## src/rtl/key_command_decoder.sv

```systemverilog
`default_nettype none
// ============================================================================
//  Module      : key_command_decoder
//  Description : Debounced key levels -> single command tokens on a
//                valid/ready handshake, with optional direction auto-repeat.
//  Revision    : 1.0 - initial release
// ============================================================================
module key_command_decoder #(
    parameter int ACTIVE_LOW   = 1,
    parameter int REPEAT_DELAY = 25_000_000,
    parameter int REPEAT_RATE  = 5_000_000
) (
    input  logic       clk,
    input  logic       rst,
    input  logic [5:0] keyin,
    output logic       cmd_valid,
    output logic [2:0] cmd,
    input  logic       cmd_ready,
    output logic       busy
);

    localparam int c_MAX_CNT = (REPEAT_DELAY > REPEAT_RATE) ? REPEAT_DELAY : REPEAT_RATE;
    localparam int c_CNT_W   = (c_MAX_CNT < 1) ? 1 : $clog2(c_MAX_CNT + 1);
    localparam bit c_REPEAT_EN = (REPEAT_DELAY > 0);
    localparam logic [c_CNT_W-1:0] c_DELAY_M1 = c_CNT_W'(REPEAT_DELAY - 1);
    localparam logic [c_CNT_W-1:0] c_RATE_M1  = c_CNT_W'(REPEAT_RATE - 1);
    localparam logic [c_CNT_W-1:0] c_CNT_SAT  = '1;
    // Synchroniser resets to the raw "pressed" level so held keys look already down.
    localparam logic [5:0] c_SYNC_RST = (ACTIVE_LOW != 0) ? 6'b000000 : 6'b111111;

    typedef enum logic [1:0] {
        S_IDLE = 2'd0,
        S_PEND = 2'd1,
        S_HOLD = 2'd2
    } state_t;

    state_t               r_state_q, w_state_d;
    logic [5:0]           r_sync1_q, r_sync2_q, r_prev_q, r_edge_q;
    logic [5:0]           w_edge_d, w_key_s;
    logic [2:0]           r_cmd_q, w_cmd_d, w_pick;
    logic                 r_cmd_valid_q, w_cmd_valid_d;
    logic                 r_busy_q, w_busy_d;
    logic                 r_first_q, w_first_d;
    logic [c_CNT_W-1:0]   r_rep_cnt_q, w_rep_cnt_d, w_target;

    always_comb begin
        w_key_s  = (ACTIVE_LOW != 0) ? ~r_sync2_q : r_sync2_q;
        // Edges seen outside IDLE are dropped rather than queued.
        w_edge_d = (r_state_q == S_IDLE) ? (w_key_s & ~r_prev_q) : 6'b000000;
        w_pick   = 3'd0;
        for (int i = 5; i >= 0; i--) begin
            if (r_edge_q[i]) begin
                w_pick = 3'(i);
            end
        end
        w_target = r_first_q ? c_DELAY_M1 : c_RATE_M1;
    end

    always_comb begin
        w_state_d     = r_state_q;
        w_cmd_d       = r_cmd_q;
        w_cmd_valid_d = r_cmd_valid_q;
        w_first_d     = r_first_q;
        w_rep_cnt_d   = r_rep_cnt_q;
        unique case (r_state_q)
            S_IDLE: begin
                if (|r_edge_q) begin
                    w_cmd_d       = w_pick;
                    w_cmd_valid_d = 1'b1;
                    w_first_d     = 1'b1;
                    w_state_d     = S_PEND;
                end
            end
            S_PEND: begin
                if (cmd_ready) begin
                    w_cmd_valid_d = 1'b0;
                    w_rep_cnt_d   = '0;
                    w_state_d     = S_HOLD;
                end
            end
            S_HOLD: begin
                if (!w_key_s[r_cmd_q]) begin
                    w_state_d = S_IDLE;
                end else if (c_REPEAT_EN && (r_cmd_q <= 3'd3)) begin
                    if (r_rep_cnt_q == w_target) begin
                        w_cmd_valid_d = 1'b1;
                        w_first_d     = 1'b0;
                        w_state_d     = S_PEND;
                    end else if (r_rep_cnt_q != c_CNT_SAT) begin
                        w_rep_cnt_d = r_rep_cnt_q + 1'b1;
                    end
                end
            end
            default: begin
                w_state_d = S_IDLE;
            end
        endcase
        w_busy_d = (w_state_d != S_IDLE);
    end

    always_ff @(posedge clk) begin
        if (rst) begin
            r_sync1_q     <= c_SYNC_RST;
            r_sync2_q     <= c_SYNC_RST;
            r_prev_q      <= 6'b111111;
            r_edge_q      <= 6'b000000;
            r_state_q     <= S_IDLE;
            r_cmd_q       <= 3'd0;
            r_cmd_valid_q <= 1'b0;
            r_busy_q      <= 1'b0;
            r_first_q     <= 1'b0;
            r_rep_cnt_q   <= '0;
        end else begin
            r_sync1_q     <= keyin;
            r_sync2_q     <= r_sync1_q;
            r_prev_q      <= w_key_s;
            r_edge_q      <= w_edge_d;
            r_state_q     <= w_state_d;
            r_cmd_q       <= w_cmd_d;
            r_cmd_valid_q <= w_cmd_valid_d;
            r_busy_q      <= w_busy_d;
            r_first_q     <= w_first_d;
            r_rep_cnt_q   <= w_rep_cnt_d;
        end
    end

    assign cmd_valid = r_cmd_valid_q;
    assign cmd       = r_cmd_q;
    assign busy      = r_busy_q;

endmodule
`default_nettype wire
```

## config.mk

```make
export PLATFORM = sky130hd
export DESIGN_NAME = key_command_decoder
export DESIGN_NICKNAME = d
export VERILOG_FILES = /design/src/rtl/key_command_decoder.sv
export SDC_FILE = /design/constraint.sdc
export NUM_CORES = 1
export LEC_CHECK = 0
export CORE_ASPECT_RATIO = 1.4
export CORE_MARGIN = 2
export CORE_UTILIZATION = 30
export DETAILED_ROUTE_END_ITERATION = 10
export MAX_ROUTING_LAYER = met4
export PLACE_DENSITY = 0.54
export SLEW_MARGIN = 0
export SYNTH_ARGS = -nofsm -noshare
export SYNTH_HDL_FRONTEND = slang
export SYNTH_SLANG_ARGS = --single-unit
```

## constraint.sdc

```tcl
create_clock -name clk -period 2.8 [get_ports clk]
set_input_delay 0.7 -clock clk [delete_from_list [all_inputs] [get_ports clk]]
set_output_delay 0.7 -clock clk [all_outputs]
set_load 0.005 [all_outputs]
```

* Word-level counts from Yosys, hierarchy flattened
Cells that the tools add are included.
Storage, ports and cells: bits of input ports 9, output and inout bits 5, logic and storage cells 70, bits in registers 57
Cells by class: magnitude comparators 2, eq/ne operators 11, add/subtract/negate cells 1, mux-type cells 31, bitwise gates (word level) 4, reduce and logical (&&, ||, !) cells 11
Operators by type and width (count):
- $mux W25 | 6
- $pmux W25 S2 | 1
- $add A25 B1 Y25 const B | 1
- $eq A25 B25 Y1 | 1
- $ne A25 B25 Y1 const B | 1
- $mux W3 | 6
- $ne A2 B2 Y1 const B | 6
- $not A6 Y6 | 2
- $reduce_and A6 Y1 | 2
- $mux W2 | 5
- $mux W1 | 9
- $and A6 B6 Y6 | 1
- $pmux W2 S3 | 1
- $reduce_bool A2 Y1 | 3
- $reduce_or A6 Y1 | 1
- $reduce_and A5 Y1 | 1
- $lt A3 B4 Y1 const B | 1
- $bmux W1 S3 | 1
- $le A3 B2 Y1 const B | 1
- $pmux W1 S3 | 1
- $reduce_bool A3 Y1 | 1
- $eq A2 B1 Y1 const B | 1
- $eq A2 B2 Y1 const B | 1
- $logic_not A2 Y1 | 1
- other kinds (5) | 5

* Logic depth before layout (Yosys ltp)
depth after elaboration 7, gate-level depth with buffers 9, depth with buffers taken out 6

* Worst setup path before layout
OpenSTA, ideal clock, no wires.
path kind register -> register, from register r_cmd_q[0], in the netlist cmd[0], to register r_rep_cnt_q[21], path buffers 1, arrival 1.979 ns, path slack 0.750 ns, library setup time 0.070 ns, stages on the path, launching flop included 7, clock period less this slack 2.050 ns, required time 2.730 ns, path through dfxtp_1 > mux4_2 > o22ai_4 > o21ai_4 > buf_6 > or4_1 > a21oi_1
Between the ends: longest elaborated chain between the ends 4, elaborated cells on any way between the ends 6, classes of those cells 1 x order compare; 2 x eq/ne; 2 x mux; 1 x reduce/logical
Ends and longest elaborated chain:
- start: declaration | line 40 | logic [2:0] r_cmd_q, w_cmd_d, w_pick;
- start signal: assignment | line 119 | r_cmd_q <= w_cmd_d;
- $bmux W1 S3 | line 82 | if (!w_key_s[r_cmd_q]) begin
- $mux W1 (not written as such) | line 82
- $ne A2 B2 Y1 (no source line)
- $reduce_and A6 Y1 (no source line) *
- end signal: assignment | line 123 | r_rep_cnt_q <= w_rep_cnt_d;
- end: declaration | line 44 | logic [c_CNT_W-1:0] r_rep_cnt_q, w_rep_cnt_d, w_target;
Mark *: on every way between the ends. The rest lies on a longest branch, timed or not. The select of a mux whose other input is x is not followed. A chain may end at the register's enable or synchronous reset.

* Final worst setup path
from register r_rep_cnt_q[10], to register r_rep_cnt_q[22]
Between the ends: longest elaborated chain between the ends 6, elaborated cells on any way between the ends 11, classes of those cells 1 x add/sub; 4 x eq/ne; 5 x mux; 1 x reduce/logical
Ends and longest elaborated chain:
- $add A25 B1 Y25 | line 90 | w_rep_cnt_d = r_rep_cnt_q + 1'b1;
- $mux W25 | line 89 | end else if (r_rep_cnt_q != c_CNT_SAT) begin
- $mux W25 | line 85 | if (r_rep_cnt_q == w_target) begin
- $mux W25 | line 84 | end else if (c_REPEAT_EN && (r_cmd_q <= 3'd3)) begin
- $mux W25 | line 82
- $pmux W25 S2 | line 65 | unique case (r_state_q)
Several ways; a longest one is shown, not always the timed one. The select of a mux whose other input is x is not followed.

==> summary.md <==
| Metric | Value |
|---|---|
| Status | finished, final reports clean |
| Share of the synthesized area in the top cell type | 44.73% |
| Reg2reg start | r_rep_cnt_q[10] |
| Post-synth top area cell | dfxtp_1 |
| Global-route usage over all layers | 14.62% |
| Worst setup EP type | flip-flop |
| Most frequent cell after synthesis | dfxtp_1 |
| Die Ht | 113.1 um |
| Peak supply drop | 424.9 uV |
| Ant diodes | 0 |
| Slew Limit Fails | 0 |
| Area delta synth->final | 20.89% |
| Worst Setup SP | r_rep_cnt_q[10] |
| YS warnings | 0 |
| Postcts setup bufs | 0 |
| RSZ-0062 raised after global routing | false |
| WP data required | 3.06 ns |
| Via density | 5.438 |
| Critical setup path kind | flip-flop to flip-flop |
| Initial core utilization | 31.12% |
| First-pass GRT wire length | 10.21 mm |
| Std cell rows | 39 |
| Commonest cells post-synth | dfxtp_1 (57), a21oi_1 (26), or4_1 (20), nand4_1 (17), o31ai_1 (17) |
| Max-Cap Viols | 0 |
| Die area | 0.009268 mm2 |
| Fin area | 0.003084 mm2 |
| Post-synthesis mux area share | 1.717% |
| Sw power | 0.0004813 W |
| Setup tns final | 0 ns |
| EDFF count, synth | 0 |
| Clock-pin slew on the worst setup and hold paths | 0.05 ns |
| R2R depth | 7 |
| Crit start category | flip-flop |
| Post-detailed-route DRC marker count | 0 |
| Yosys cell types | 44 |
| Synth Area in Simple Gates | 31.29% |
| Worst r2r dst | r_rep_cnt_q[22] |
| CTS Hold Bufs | 0 |
| Avg Cell Area, Syn | 9.177 um2 |
| Main combinational cell family by area after synthesis | simple AND/OR/NAND/NOR gates |
| Post-synthesis sequential area ratio | 44.73% |
| Class of the worst hold path | flip-flop to flip-flop |
| DRT antenna net count | 0 |
| Relative slew margins | 40.47% |
| Largest net degree at the start of global routing | 42 |
| Reg-to-reg slack, setup | 0.47 ns |
| Syn Nets | 288 |
| Internal power | 0.001670 W |
| Total gr overflow | 0 |
| CTS tree | yes |
| Synth Area in XOR/XNOR | 0% |
| # IOs | 14 |
| Synth top area cells | dfxtp_1 (45%), or4_1 (5.9%), a21oi_1 (5.1%) |
| Fin util | 37.62% |
| Hpwl dp | 4.107 mm |
| Synth Register Bits | 57 |
| Clk sinks | 57 |
| Final nets | 298 |
| Die width | 81.94 um |
| Clock Skew | 0.004336 ns |
| Synth Area in Compound Gates | 17.46% |
| Post_cts resized | 0 |
| Placed Area | 0.002756 mm2 |
| Comb pwr share | 5.7% |
| Root Buffer Master | clkbuf_16 |
| Final hold slack | 0.3803 ns |
| Clock power share | 55.0% |
| GPL Wtd Cong | 0.7945 |
| Ys async rst share | 0% |
| Latest clock arrival within the worst-skew pair | 0.32 ns |
| Final hold viol count | 0 |
| DRT Wirelength | 5.821 mm |
| Pwr/cell area | 697.6 mW/mm2 |
| CP Capture Point | r_rep_cnt_q[22] |
| CTS Buffer Depth | 2 |
| Net Sw Frac | 22.37% |
| Initial antenna violation count | 0 |
| DRT Pass-1 Iters | 4 |
| Arr. time, crit path | 2.59 ns |
| Synth Area in Adders | 0.4904% |
| Leak | 1.002 nW |
| Maximum fanout along the worst path | 16 |
| Final setup violation count | 0 |
| Port Buffer Count | 13 |
| Sequential Power Share | 39.2% |
| Mapped Area | 0.002551 mm2 |
| Total chip power | 0.002152 W |
| Vias | 2148 |
| Min Tclk post-route | 2.333 ns |
| DRT iter0 DRCs | 92 |
| Core area | 0.008198 mm2 |
| H-tree Lvls | 3 |
| Number of global-route vias before repair | 2162 |
| CTS buffer count | 9 |
| Period utilization | 83.32% |
| Max frequency | 428.6 MHz |
| Worst-Margin Slew | 0.8896 ns |
| Syn Inst Count | 278 |
| Drt wl/cell | 14.74 um |
| Primary FF master, synth | dfxtp_1 |
| Share of cells above drive strength 1 | 9.556% |
==> stage by stage <==
step	worst slack [ns]	cells
6_report	0.4671	395
5_1_grt	0.2774	395
4_1_cts	0.4633	395
3_5_place_dp	0.2982	379
3_3_place_gp	0.3438	379
2_1_floorplan	0.7502	278
==> cell type report <==
class | count | area, um2
Timing Repair Buffer | 18 | 180.2
Tap cell | 102 | 127.6
Sequential cell | 57 | 1141
Multi-Input combinational cell | 200 | 1300
Inverter | 2 | 7.507
Fill cell | 864 | 5114
Clock inverter | 7 | 102.6
Clock buffer | 9 | 225.2
==> worst max-delay path: stages (launching register included) <==
cell and delay, ns:
dfxtp_1 0.37, nor4b_1 0.31, nand4_1 0.20, a2111oi_4 0.43, o21ba_2 0.45, buf_4 0.25
o31ai_1 0.09, a21oi_1 0.15
==> worst min-delay path by stage <==
stage | from | end | slack [ns] | depth (start not counted)
finish | r_prev_q[2] | r_edge_q[2] | 0.38 | 1
global route | r_prev_q[0] | r_edge_q[0] | 0.39 | 1
CTS | r_prev_q[2] | r_edge_q[2] | 0.38 | 1
detailed placement | r_prev_q[2] | r_edge_q[2] | 0.38 | 1
global placement | r_prev_q[0] | r_edge_q[0] | 0.38 | 1
floorplan | r_prev_q[0] | r_edge_q[0] | 0.37 | 1
==> sequential cells by signal, summed over array words and instances (netlist names) <==
name         flops
r_rep_cnt_q     25
r_edge_q         6
r_prev_q         6
r_sync1_q        6
r_sync2_q        6
cmd              3
r_state_q        2
busy             1
cmd_valid        1
r_first_q        1
==> metal layers <==
metal  GRT usage, %  vias up  wire length [um]
met5              -        -                 0
met2          23.85       29              2989
li1               -     1070                 -
met4          8.222        0               174
met1          16.61     1034              2533
met3          2.472       15               123
==> layout by cell type, fill, tap and decap left out, types with 2 or more instances in the layout <==
| cell type | count |
|---|---|
| a21oi_1 | 26 |
| and2_1 | 8 |
| and3_1 | 5 |
| and4_1 | 5 |
| buf_4 | 4 |
| bufinv_16 | 2 |
| clkbuf_16 | 9 |
| clkdlybuf4s50_1 | 13 |
| clkinv_4 | 3 |
| dfxtp_1 | 57 |
| inv_1 | 2 |
| nand2_1 | 13 |
| nand2b_1 | 11 |
| nand3_1 | 8 |
| nand4_1 | 17 |
| nor2_1 | 10 |
| nor2b_1 | 13 |
| nor3_1 | 9 |
| nor4_1 | 3 |
| nor4b_1 | 2 |
| o211ai_1 | 2 |
| o21a_1 | 3 |
| o21ai_0 | 4 |
| o21ai_1 | 2 |
| o31ai_1 | 17 |
| or3_1 | 4 |
| or4_1 | 20 |
==> power by group through the flow <==
| stage | registers [W] | logic, W | clock network [W] |
|---|---|---|---|
| after detailed placement | 0.000862 | 0.000124 | 0 |
| after floorplan | 0.000858 | 0.0000841 | 0 |
| final | 0.000845 | 0.000123 | 0.00118 |
| after global placement | 0.000862 | 0.000122 | 0 |
| after CTS | 0.000845 | 0.000124 | 0.00121 |
| after global routing | 0.000847 | 0.000137 | 0.00125 |
==> logic make-up after synthesis <==
| kind of cell | count (synthesis) |
|---|---|
| and+or+nand+nor | 132 |
| AOI/OAI and AO/OA | 64 |
| DFF | 57 |
| adders and majority gates | 1 |
| muxes | 3 |
| buffers and inverters | 21 |
Power figures use the tool's default switching activity.
